$ cat src/rtl/cpu_sequencer_pkg.sv
// rtl/cpu_sequencer_pkg.sv - shared CPU state encodings, reset defaults and pc helper
package cpu_sequencer_pkg;

    localparam logic [1:0] ST_IDLE   = 2'd0;
    localparam logic [1:0] ST_FETCH  = 2'd1;
    localparam logic [1:0] ST_EXEC   = 2'd2;
    localparam logic [1:0] ST_HALTED = 2'd3;

    localparam logic [15:0] DEFAULT_RESET_PC      = 16'h0000;
    localparam logic [7:0]  DEFAULT_FETCH_TIMEOUT = 8'd255;

    // Sequential pc wraps naturally at 16 bits.
    function automatic logic [15:0] next_pc(input logic [15:0] cur_pc,
                                            input logic        take_jump,
                                            input logic [15:0] target);
        return take_jump ? target : cur_pc + 16'd1;
    endfunction

endpackage

$ cat src/rtl/cpu_sequencer.sv
// rtl/cpu_sequencer.sv - fetch/execute sequencer with fetch timeout and halt
module cpu_sequencer
    import cpu_sequencer_pkg::*;
#(
    parameter logic [15:0] RESET_PC      = DEFAULT_RESET_PC,
    parameter logic [7:0]  FETCH_TIMEOUT = DEFAULT_FETCH_TIMEOUT
) (
    input  logic        clk,
    input  logic        rst,
    input  logic        run,
    output logic        mem_req,
    output logic [15:0] mem_addr,
    input  logic        mem_ready,
    input  logic [15:0] mem_rdata,
    output logic [15:0] instr,
    input  logic        set_pc,
    input  logic [15:0] jump_target,
    input  logic        halt,
    output logic        exec_en,
    output logic [15:0] pc,
    output logic [15:0] retired,
    output logic        fault,
    output logic [1:0]  state
);

    logic [1:0]  state_q;
    logic [15:0] pc_q;
    logic [15:0] instr_q;
    logic [15:0] retired_q;
    logic        fault_q;
    logic [7:0]  wait_cnt;
    logic        timeout_hit;

    // The current cycle is the last allowed wait when it brings the count up to the limit.
    assign timeout_hit = ({1'b0, wait_cnt} + 9'd1) >= {1'b0, FETCH_TIMEOUT};

    always_ff @(posedge clk or posedge rst) begin
        if (rst) begin
            state_q   <= ST_IDLE;
            pc_q      <= RESET_PC;
            instr_q   <= 16'h0000;
            retired_q <= 16'h0000;
            fault_q   <= 1'b0;
            wait_cnt  <= 8'd0;
        end else begin
            case (state_q)
                ST_IDLE: begin
                    if (run) begin
                        state_q <= ST_FETCH;
                    end
                end
                ST_FETCH: begin
                    if (mem_ready) begin
                        instr_q  <= mem_rdata;
                        state_q  <= ST_EXEC;
                        wait_cnt <= 8'd0;
                    end else if (timeout_hit) begin
                        fault_q  <= 1'b1;
                        state_q  <= ST_HALTED;
                        wait_cnt <= 8'd0;
                    end else begin
                        wait_cnt <= wait_cnt + 8'd1;
                    end
                end
                ST_EXEC: begin
                    pc_q      <= next_pc(pc_q, set_pc, jump_target);
                    retired_q <= retired_q + 16'd1;
                    if (halt) begin
                        state_q <= ST_HALTED;
                    end else if (run) begin
                        state_q <= ST_FETCH;
                    end else begin
                        state_q <= ST_IDLE;
                    end
                end
                default: begin
                    state_q <= ST_HALTED;
                end
            endcase
        end
    end

    // Strobes decode straight from state so reset clears them without waiting for a clock.
    assign mem_req  = (state_q == ST_FETCH);
    assign exec_en  = (state_q == ST_EXEC);
    assign mem_addr = pc_q;
    assign pc       = pc_q;
    assign instr    = instr_q;
    assign retired  = retired_q;
    assign fault    = fault_q;
    assign state    = state_q;

endmodule

$ cat config.mk
export PLATFORM = sky130hd
export DESIGN_NAME = cpu_sequencer
export DESIGN_NICKNAME = d
export VERILOG_FILES = /design/src/rtl/cpu_sequencer_pkg.sv /design/src/rtl/cpu_sequencer.sv
export SDC_FILE = /design/constraint.sdc
export NUM_CORES = 1
export LEC_CHECK = 0
export BUFFER_PORTS_ARGS = -buffer_cell sky130_fd_sc_hd__buf_2
export CORE_ASPECT_RATIO = 1.2
export CORE_MARGIN = 1.5
export CORE_UTILIZATION = 50
export CTS_CLUSTER_DIAMETER = 150
export DETAILED_ROUTE_END_ITERATION = 7
export PLACE_DENSITY = 0.8
export SLEW_MARGIN = 20
export SYNTH_ARGS = -nofsm -noshare
export SYNTH_HDL_FRONTEND = slang
export SYNTH_SLANG_ARGS = --single-unit
$ cat constraint.sdc
create_clock -name clk -period 4.72 [get_ports clk]
set_input_delay 0.472 -clock clk [delete_from_list [all_inputs] [get_ports clk]]
set_output_delay 0.472 -clock clk [all_outputs]
set_load 0.02 [all_outputs]
* After elaboration in Yosys (flattened, before gate mapping)
Cells that the tools add are included.
Word-level totals: logic and storage cells 29, bits in registers 59, bits of input ports 38
Cells by class: eq/ne operators 4, muxes and demuxes 9, $add $sub $neg 4, bitwise logic cells 1, order comparisons 1, reductions and logical operators 4
Operators with widths (count):
- $add 16x1->16 const B | 2
- $mux 16 | 1
- $mux 8 | 2
- $add 8x1->9 const B | 1
- $ge 9x8->1 const B | 1
- $add 8x1->8 const B | 1
- $mux 2 | 4
- $pmux 2 s3 | 1
- $reduce_and 2->1 | 2
- $ne 3x1->1 const B | 1
- $reduce_and 3->1 | 1
- $eq 2x1->1 const B | 1
- $eq 2x2->1 const B | 1
- $logic_not 2->1 | 1
- $ne 2x2->1 const B | 1
- $mux 1 | 1
- $not 1->1 | 1

* Logic depth before layout (Yosys ltp)
Gate-level depths: netlist of the first run.
word-level depth 5, mapped depth 8, gate-level depth less buffers 8

* Worst setup path after synthesis of the first run
OpenSTA, ideal clock, no wires.
path kind reg-to-output, start point reg state_q[0] (netlist: state[0]), end point out exec_en, cell stages (with the launch flop) 5, path slack 2.890 ns, required time 4.248 ns, arrival time 1.358 ns, path through dfrtp_1 -> nand2b_1 -> inv_1 -> buf_2 -> buf_1
Between the ends: longest elaborated chain between the ends 1
Ends and longest elaborated chain:
- start: declaration | line cpu_sequencer.sv:26 | logic [1:0] state_q;
- start signal: assignment | line cpu_sequencer.sv:39 | state_q <= ST_IDLE;
- start signal: assignment | line cpu_sequencer.sv:49 | state_q <= ST_FETCH;
- start signal: assignment | line cpu_sequencer.sv:55 | state_q <= ST_EXEC;
- $eq 2x2->1 | line cpu_sequencer.sv:85 | assign exec_en = (state_q == ST_EXEC);
- end: declaration | line cpu_sequencer.sv:19 | output logic exec_en,
No other way between the ends.

* Worst setup path after layout of the first run
Same ends and word-level chain as after synthesis.

==> flow_metrics.tcl, run 1 <==
set metrics [dict create \
    max-cap-violations 0 \
    root_buffer "clkbuf_8" \
    p_leak_nw 1.84 \
    clkTransAtPathRegs_ps 70 \
    min_period_ps 2620 \
    viasPerCell 5.52 \
    nets 440 \
    synth_nets 353 \
    p_clk_share_pct 21.4 \
    antenna_found_initial 0 \
    cts_setup_buffers 0 \
    grt_pass1_wl_um 10600 \
    cts_made_buffers 9 \
    synthArstFlopShare_pct 100 \
    cts_buffer_depth 2 \
    yosys_warnings 0 \
    num-fill-cells 539 \
    cts_hold_buf 0 \
    ys.flop_type "dfrtp_1" \
    cts_tree "done" \
    critPathRequiredTime_ps 4250 \
    die_h_um 88.8 \
    core_area_mm2 0.00597 \
    grt_max_degree 60 \
    grt_usage_pct 21.0 \
    hold_ws_ps 360 \
    tns_ps 0 \
    maxSlewHeadroom_pct 48.6 \
    grt_overflow_total 0 \
    start_util_pct 51.3 \
    initialDrtViolationCount 149 \
    drcViolationCount 0 \
    fin_crit_sh_pct 55.4 \
    critPathSlowestCell "inv_1" \
    p_switching_mw 0.877 \
    dpl.hpwl_um 4710 \
    hp-class "primary input to asynchronous set/reset pin" \
    ff_latch_area_mm2 0.00148 \
    critPathKind "register to output port" \
    startpoint_type "register" \
    grt_pass1_vias 2420 \
    area_growth_pct 21.1 \
    pwr-share-seq_pct 38.8 \
    syn_inst 311 \
    final_antenna_net_count 0 \
    layout.cells.non_filler 485 \
    fp-row-count 31 \
    crit_chain "nand2b_1 -> inv_1 -> buf_2" \
    synth_seq_area_share_pct 48.1 \
    io-pin-count 107 \
    diodes 0 \
    rsz0062_at_grt "no" \
    swShare_pct 41.4 \
    htreeDepth 3 \
    dp_cells 469 \
    multi_input_area_mm2 0.00137 \
    endpoint_kind "output port" \
    firstDrtPassIters 4 \
    internal-power_mw 1.24 \
    synth_area_mm2 0.00307 \
    synthDistinctLibCells 46 \
    clk_latency_ps 330 \
    synth_area_per_cell_um2 9.86 \
    max_stage_delay_ps 690 \
    via_count 2678 \
    combPwrFrac_pct 39.8 \
    regToRegSetupSlack_ps 2410 \
    die_width_um 74.5 \
    hold_viol 0 \
    finish.utilization_pct 62.2 \
    cts_sinks 59 \
    status "finished, final reports clean" \
    p_total_mw 2.12 \
    worstMarginPinSlew_ps 771 \
    place_congestion 0.872 \
    p_per_area_mw_per_mm2 570 \
    io_buffers 106 \
    die_area_mm2 0.00661 \
    max_freq_ghz 0.382 \
    cts_resized 0 \
    routedWlPerCell_um 13.5 \
    drive_gt1_share_pct 36.0 \
    final_max_slew_viol_count 0 \
    ys_ff_latch 59 \
    arrival_ps 2140 \
    fin_worst_skew_ps 7.29 \
    synth-edff-count 0 \
    wirelength_um 6570 \
    vdd_ir_drop_max_mv 0.338 \
    setup_viol 0 \
    crit_path_max_fanout 29 \
]
## placed cells by master, fill, tap and decap left out, types with 3 or more instances in the layout
cell,synthesis,layout
a21oi_1,24,24
a31oi_1,5,5
and3_1,10,10
buf_2,3,106
clkbuf_8,0,10
dfrtp_1,59,59
ha_1,4,4
inv_1,7,6
mux2_2,16,16
mux2i_1,5,5
nand2_1,34,34
nand2b_1,4,4
nand3_1,15,15
nand4_1,7,7
nor2_1,12,12
nor3_1,3,3
nor4_1,5,5
o21ai_0,16,16
o22ai_1,6,6
or3_1,3,3
xnor2_1,13,13
## cell type report
cell class	instances	share of cell area, %
sequential	59	39.8
multi-input combinational	213	36.9
timing repair buffer	107	14.5
clock buffer	12	3.91
tap	82	2.76
clock inverter	4	1.35
inverter	8	0.809
## synthesized netlist by cell type (2+ instances only)
cell type	instances	area, µm²
a21o_1	2	15.0
a21oi_1	24	120
a31o_2	2	17.5
a31oi_1	5	31.3
and3_1	10	62.6
and4_1	2	17.5
buf_1	2	7.51
buf_2	3	15.0
buf_4	18	135
clkbuf_1	7	26.3
dfrtp_1	59	1480
ha_1	4	50.1
inv_1	7	26.3
mux2_2	16	180
mux2i_1	5	50.1
nand2_1	34	128
nand2b_1	4	25.0
nand3_1	15	75.1
nand4_1	7	43.8
nor2_1	12	45.0
nor2b_1	2	12.5
nor3_1	3	15.0
nor3b_1	2	15.0
nor4_1	5	31.3
o21ai_0	16	80.1
o21ai_1	2	10.0
o22ai_1	6	37.5
o31ai_1	2	15.0
o32ai_1	2	17.5
o41ai_1	2	17.5
or3_1	3	18.8
xnor2_1	13	114
xor2_1	2	17.5
## path summary, 6_finish.rpt
kind	start	end	cells after the start
worst max-delay path	state[0]	exec_en	3
worst min-delay path	rst	instr[14]	3
worst max register to register	state[0]	retired[9]	5
worst min register to register	fault	fault	1
max in group asynchronous	rst	instr[8]	3
min in group clk	mem_rdata[1]	instr[1]	2
## worst max-delay path, delay by kind of cell (launching register included)
family        cells  cell delay (ps)
buf+inv           2              980
simple gates      1              390
flops             1              440
## cell families (layout without fill, tap and decap cells)
group           count (synthesis)  count (layout)  share of synthesized area (%)
compound gates                 69              69                           14.1
xor+xnor                       15              15                           4.28
fa+ha+maj                       4               4                           1.63
buf+inv                        39             131                           7.14
flops                          59              59                           48.1
mux                            21              21                           7.51
simple gates                  104             104                           17.2
## sequential cells by signal, summed over array words and instances, names as in the netlist
name,flops
fault,1
instr,16
mem_addr,16
retired,16
state,2
wait_cnt,8
## metal layers
layer / GRT usage (%) / up-vias / wire length (µm)
li1: - / 1278 / -
met1: 25.9 / 1294 / 2830
met2: 34.1 / 97 / 3170
met3: 6.38 / 9 / 484
met4: 8.60 / 0 / 78
met5: 0 / - / 0
## power by group through the flow
| stage | combinational [mW] | sequential (mW) | clock (mW) |
|---|---|---|---|
| final | 0.844 | 0.822 | 0.453 |
| after global routing | 0.935 | 0.851 | 0.489 |
| after global placement | 0.836 | 0.821 | 0 |
| after floorplan | 0.471 | 0.989 | 0 |
| after CTS | 0.851 | 0.820 | 0.467 |
| after detailed placement | 0.850 | 0.829 | 0 |
## through the flow
step	cell area [µm²]	worst slack, ps
final	3710	2100
after global routing	3710	1930
after CTS	3710	2110
after detailed placement	3520	2400
after global placement	3520	2480
after floorplan	3070	2790
No activity file was read; power rests on OpenSTA's default activity.
==> run 2: changes to the inputs <==
==> constraint.sdc (replaced) <==
create_clock -name clk -period 2.7 [get_ports clk]
set_input_delay 0.27 -clock clk [delete_from_list [all_inputs] [get_ports clk]]
set_output_delay 0.27 -clock clk [all_outputs]
set_load 0.02 [all_outputs]
==> run 2 against run 1 <==
  * The run now ends with hold timing left
  * Sequential power increased by 74%
  * Sequential cell count unchanged
  * Clock skew increased by 1.5 ps
  * First-iteration DRC count decreased by 18%
  * Die area unchanged
  * Clock power increased by 77%
  * Design area increased by 0.77%
  * Critical path depth increased by 2
  * Combinational power increased by 78%
  * Non-clock buffer count increased by 3
  * Sequential share of layout area decreased by 0.31 points
  * Critical path type unchanged
  * Largest power group unchanged
==> flow_metrics.tcl, run 2 (synthesis gave the netlist of run 1 again) <==
set metrics [dict create \
    die_area_mm2 0.00661 \
    fin_worst_skew_ps 8.76 \
    max_stage_delay_ps 430 \
    setup_viol 0 \
    start_util_pct 51.3 \
    io_buffers 106 \
    hold_ws_ps -10.6 \
    worstMarginPinSlew_ps 556 \
    final_common_cell "buf_2" \
    final_max_slew_viol_count 0 \
    nets 443 \
    fp-row-count 31 \
    rr_endpoint "wait_cnt[0]" \
    multi_input_area_mm2 0.00137 \
    startpoint_type "register" \
    max_freq_ghz 0.491 \
    root_buffer "clkbuf_8" \
    drive_gt1_share_pct 36.8 \
    cts_made_buffers 9 \
    dpl.hpwl_um 4810 \
    endpoint_kind "output port" \
    antenna_found_initial 0 \
    fin_crit_sh_pct 75.5 \
    grt_usage_pct 20.7 \
    reg2reg_depth 7 \
    cts_setup_buffers 0 \
    diodes 0 \
    vdd_ir_drop_max_mv 0.629 \
    die_width_um 74.5 \
    cts_tree "done" \
    crit_chain "nand2b_1 -> buf_4 -> inv_1 -> buf_4 -> buf_2" \
    drcViolationCount 0 \
    r2r_start "wait_cnt[0]" \
    layout.cells.non_filler 487 \
    maxSlewHeadroom_pct 62.9 \
    cts_resized 0 \
    mostFrequentLayoutCells "buf_2 (106), dfrtp_1 (59), nand2_1 (34), a21oi_1 (24)" \
    routedWlPerCell_um 13.3 \
    htreeDepth 3 \
    grt_overflow_total 0 \
    firstDrtPassIters 4 \
    critPathKind "register to output port" \
    dp_cells 472 \
    tns_ps 0 \
    min_period_ps 2040 \
    via_count 2655 \
    cts_buffer_depth 2 \
    grt_max_degree 28 \
    arrival_ps 1770 \
    clk_latency_ps 330 \
    grt_pass1_vias 2504 \
    violations "hold timing" \
    critPathRequiredTime_ps 2430 \
    final_antenna_net_count 0 \
    grt_pass1_wl_um 10700 \
    die_h_um 88.8 \
    p_per_area_mw_per_mm2 996 \
    p_leak_nw 1.86 \
    initialDrtViolationCount 122 \
    wirelength_um 6480 \
    crit_path_frequent_cell "buf_4" \
    core_area_mm2 0.00597 \
    cts_hold_buf 0 \
    io-pin-count 107 \
    crit_path_max_fanout 24 \
    place_area_mm2 0.00354 \
    hp-class "primary input to asynchronous set/reset pin" \
    cts_sinks 59 \
    rsz0062_at_grt "no" \
    design_area_mm2 0.00374 \
    hold_viol 23 \
    ff_latch_area_mm2 0.00148 \
    regToRegSetupSlack_ps 780 \
    status "finished, violations left" \
    area_growth_pct 22.0 \
    critPathSlowestCell "dfrtp_1" \
    max-cap-violations 0 \
    place_congestion 0.873 \
    num-fill-cells 511 \
    viasPerCell 5.45 \
    clkTransAtPathRegs_ps 70 \
]
run 2: layout make-up:
class                      count  area share [%]
multi-input combinational    213            36.6
clock buffer                  11            4.05
clock inverter                 4            1.34
sequential                    59            39.5
inverter                       8           0.802
timing repair buffer         110            15.0
tap                           82            2.74
run 2: how the worst max path moves through the flow:
stage,start,to,cells after the start
final,state[0],exec_en,5
after global routing,state[0],exec_en,5
after CTS,state[0],exec_en,5
after detailed placement,state[1],instr[5],4
after global placement,wait_cnt[0],wait_cnt[0],7
after floorplan,state[1],instr[0],6
run 2: where the power goes:
group          leakage, nW  switching [mW]  internal [mW]
combinational         1.05           0.932          0.566
clock               0.0974           0.331          0.469
sequential           0.713           0.273           1.16
run 2: per-layer routing:
metal,part of all wire (%),GRT usage (%)
met1,42,25.7
met2,50,35.1
met3,6.8,5.24
met4,0.79,6.94
met5,0,0
run 2: worst max-delay path, delay by kind of cell (launching register included):
family,cells,cell delay (ps)
buf+inv,4,830
flops,1,430
simple gates,1,170
run 2: through the flow:
| stage | hold slack [ps] | power, mW | setup WS, ps | util [%] |
|---|---|---|---|---|
| final | -10.6 | 3.73 | 662 | 62.7 |
| after global placement | 357 | 2.90 | 855 | 59.3 |
| after CTS | 3.87 | 3.76 | 661 | 62.7 |
| after detailed placement | 367 | 2.95 | 787 | 59.3 |
| after global routing | 41.4 | 3.97 | 545 | 62.7 |
| after floorplan | 414 | 2.55 | 895 | - |
==> run 3: changes to the inputs <==
--- a/config.mk
+++ b/config.mk
@@ -5,13 +5,14 @@
 export SDC_FILE = /design/constraint.sdc
 export NUM_CORES = 1
 export LEC_CHECK = 0
+export ABC_AREA = 1
 export BUFFER_PORTS_ARGS = -buffer_cell sky130_fd_sc_hd__buf_2
 export CORE_ASPECT_RATIO = 1.2
 export CORE_MARGIN = 1.5
-export CORE_UTILIZATION = 50
+export CORE_UTILIZATION = 46
 export CTS_CLUSTER_DIAMETER = 150
 export DETAILED_ROUTE_END_ITERATION = 7
-export PLACE_DENSITY = 0.8
+export PLACE_DENSITY = 0.77
 export SLEW_MARGIN = 20
 export SYNTH_ARGS = -nofsm -noshare
 export SYNTH_HDL_FRONTEND = slang
==> constraint.sdc (replaced) <==
create_clock -name clk -period 1.8 [get_ports clk]
set_input_delay 0.18 -clock clk [delete_from_list [all_inputs] [get_ports clk]]
set_output_delay 0.18 -clock clk [all_outputs]
set_load 0.02 [all_outputs]
==> run 3 against run 2 <==
  * The flow now finishes without violations
  * Synthesized cell count increased by 22%
  * Worst hold slack gained 69 ps
  * Clock power grew 48%
  * Non-clock buffer count is 3 higher
  * Core utilization is 3.7 points lower
  * Critical path depth grew 3
  * Sequential power increased by 54%
  * Register-to-register slack got worse by 670 ps
  * Worst setup slack got worse by 550 ps
  * Largest power group unchanged
==> flow_metrics.tcl, run 3 <==
set metrics [dict create \
    cts_made_buffers 9 \
    place_congestion 0.906 \
    nets 521 \
    wirelength_um 7070 \
    synthArstFlopShare_pct 100 \
    ys.flop_type "dfrtp_1" \
    via_count 2799 \
    io-pin-count 107 \
    design_area_mm2 0.00401 \
    hold_depth 2 \
    vdd_ir_drop_max_mv 0.780 \
    cts_tree "done" \
    drcViolationCount 0 \
    final_antenna_net_count 0 \
    clk_latency_ps 330 \
    critPathKind "register to register" \
    status "finished, final reports clean" \
    area_growth_pct 23.9 \
    htreeDepth 3 \
    synth_nets 420 \
    routedWlPerCell_um 12.4 \
    viasPerCell 4.91 \
    p_per_area_mw_per_mm2 1460 \
    start_util_pct 47.5 \
    grt_max_degree 60 \
    synth_most_common_cell "nand2_1" \
    synth.top_cell.area_share_pct 45.6 \
    endpoint_kind "register" \
    antenna_found_initial 0 \
    cts_buffer_depth 2 \
    synthMuxAreaShare_pct 5.56 \
    critPathRequiredTime_ps 2010 \
    drive_gt1_share_pct 36.9 \
    maxSlewHeadroom_pct 74.3 \
    hold_viol 0 \
    dpl.hpwl_um 5100 \
    hold_ws_ps 58.6 \
    p_leak_nw 2.00 \
    initialDrtViolationCount 131 \
    max_freq_ghz 0.593 \
    finish.utilization_pct 58.9 \
    worstMarginPinSlew_ps 384 \
    ys_top_cells_by_count "nand2_1 (83), dfrtp_1 (59), inv_1 (38)" \
    fin_worst_skew_ps 8.63 \
    firstDrtPassIters 4 \
    io_buffers 106 \
    crit_path_max_fanout 4 \
    diodes 0 \
    synthSimpleGateAreaFrac_pct 23.0 \
    startpoint_type "register" \
    synth.area.top_cells "dfrtp_1 (46%), nand2_1 (9.6%), inv_1 (4.4%)" \
    synth_area_leader_cell "dfrtp_1" \
    setup_viol 0 \
    synth_fa_ha_area_share_pct 1.54 \
    mostFrequentLayoutCells "buf_2 (106), nand2_1 (83), dfrtp_1 (57), inv_1 (37)" \
    place_area_mm2 0.00376 \
    final_common_cell "buf_2" \
    fp-row-count 33 \
    synth_area_per_cell_um2 8.57 \
    reg2reg_depth 8 \
    final_max_slew_viol_count 0 \
    synth-xor-area-share_pct 4.60 \
    synth_area_mm2 0.00324 \
    die_h_um 94.9 \
    synthDistinctLibCells 33 \
    arrival_ps 1900 \
    syn_inst 378 \
    synth-edff-count 0 \
    hp-class "primary input to register" \
    max-cap-violations 0 \
    core_area_mm2 0.00681 \
    die_width_um 79.6 \
    grt_overflow_total 0 \
    synth_compound_area_share_pct 10.2 \
    die_area_mm2 0.00756 \
    min_period_ps 1690 \
    tns_ps 0 \
    p_total_mw 5.85 \
    clkTransAtPathRegs_ps 70 \
    grt_pass1_vias 2672 \
    cts_sinks 59 \
    yosys_warnings 0 \
    fin_crit_sh_pct 93.8 \
    ys_ff_latch 59 \
    root_buffer "clkbuf_8" \
    grt_pass1_wl_um 11600 \
    synth_top_family_by_area "simple AND/OR/NAND/NOR gates" \
    synth_seq_area_share_pct 45.6 \
    grt_usage_pct 19.9 \
]
[run 3: routing by layer]
layer  track usage, %  wire, µm  vias to the layer above
met2             33.3      3560                       93
li1                 -         -                     1407
met5                0         0                        -
met1             24.0      2960                     1291
met3             5.80       431                        8
met4             7.46       114                        0
[run 3: path summary, 6_finish.rpt]
check | slack, ps | to | from
setup / recovery | 110 | wait_cnt[4] | wait_cnt[0]
max in group asynchronous | 1070 | mem_addr[0] | rst
setup reg to reg | 110 | wait_cnt[4] | wait_cnt[0]
hold reg to reg | 460 | fault | fault
hold / removal | 60 | instr[7] | mem_rdata[7]
min in group asynchronous | 450 | retired[9] | rst
[run 3: cells by family (layout without fill, tap and decap cells)]
| family | after synthesis | count (layout) |
|---|---|---|
| simple gates | 160 | 161 |
| xor+xnor | 17 | 17 |
| compound gates | 57 | 57 |
| mux | 16 | 16 |
| buf+inv | 65 | 169 |
| fa+ha+maj | 4 | 4 |
| flops | 59 | 59 |
[run 3: repair_timing]
| action | CTS | global route |
|---|---|---|
| gates resized for setup | 0 | 7 |
| buffers inserted | 0 | 2 |
| hold buffers | 1 | 0 |
| hold endpoints to repair | 59 | 0 |
| endpoints found under the setup margin | 0 | 13 |
[run 3: area by class of cell]
class	count	area, µm²
clock buffers	10	138
multi-input cells	255	1480
clock inverters	5	53.8
inverters	41	154
well taps	87	109
flip-flops and latches	59	1480
fillers	617	2800
repair buffers	113	598
[run 3: worst max-delay path: stages (launching register included)]
cell	delay (ps)
dfrtp_1	410
inv_2	80
ha_1	330
o21bai_1	150
nand3_1	90
nor2_1	120
nand3_2	150
nand3_2	180
o21ai_2	70
[run 3: stage by stage]
| step | cells | setup slack (ps) |
|---|---|---|
| 3_5_place_dp | 551 | 97.8 |
| 5_1_grt | 570 | -0.994 |
| 2_1_floorplan | 378 | 134 |
| 3_3_place_gp | 551 | 179 |
| 6_report | 570 | 112 |
| 4_1_cts | 567 | 37.0 |
[run 3: where the power goes]
part           leakage, nW  internal [mW]  total (mW)  switching, mW
sequential           0.735           1.77        2.20          0.430
combinational         1.17          0.895        2.47           1.58
clock                0.102          0.664        1.18          0.519
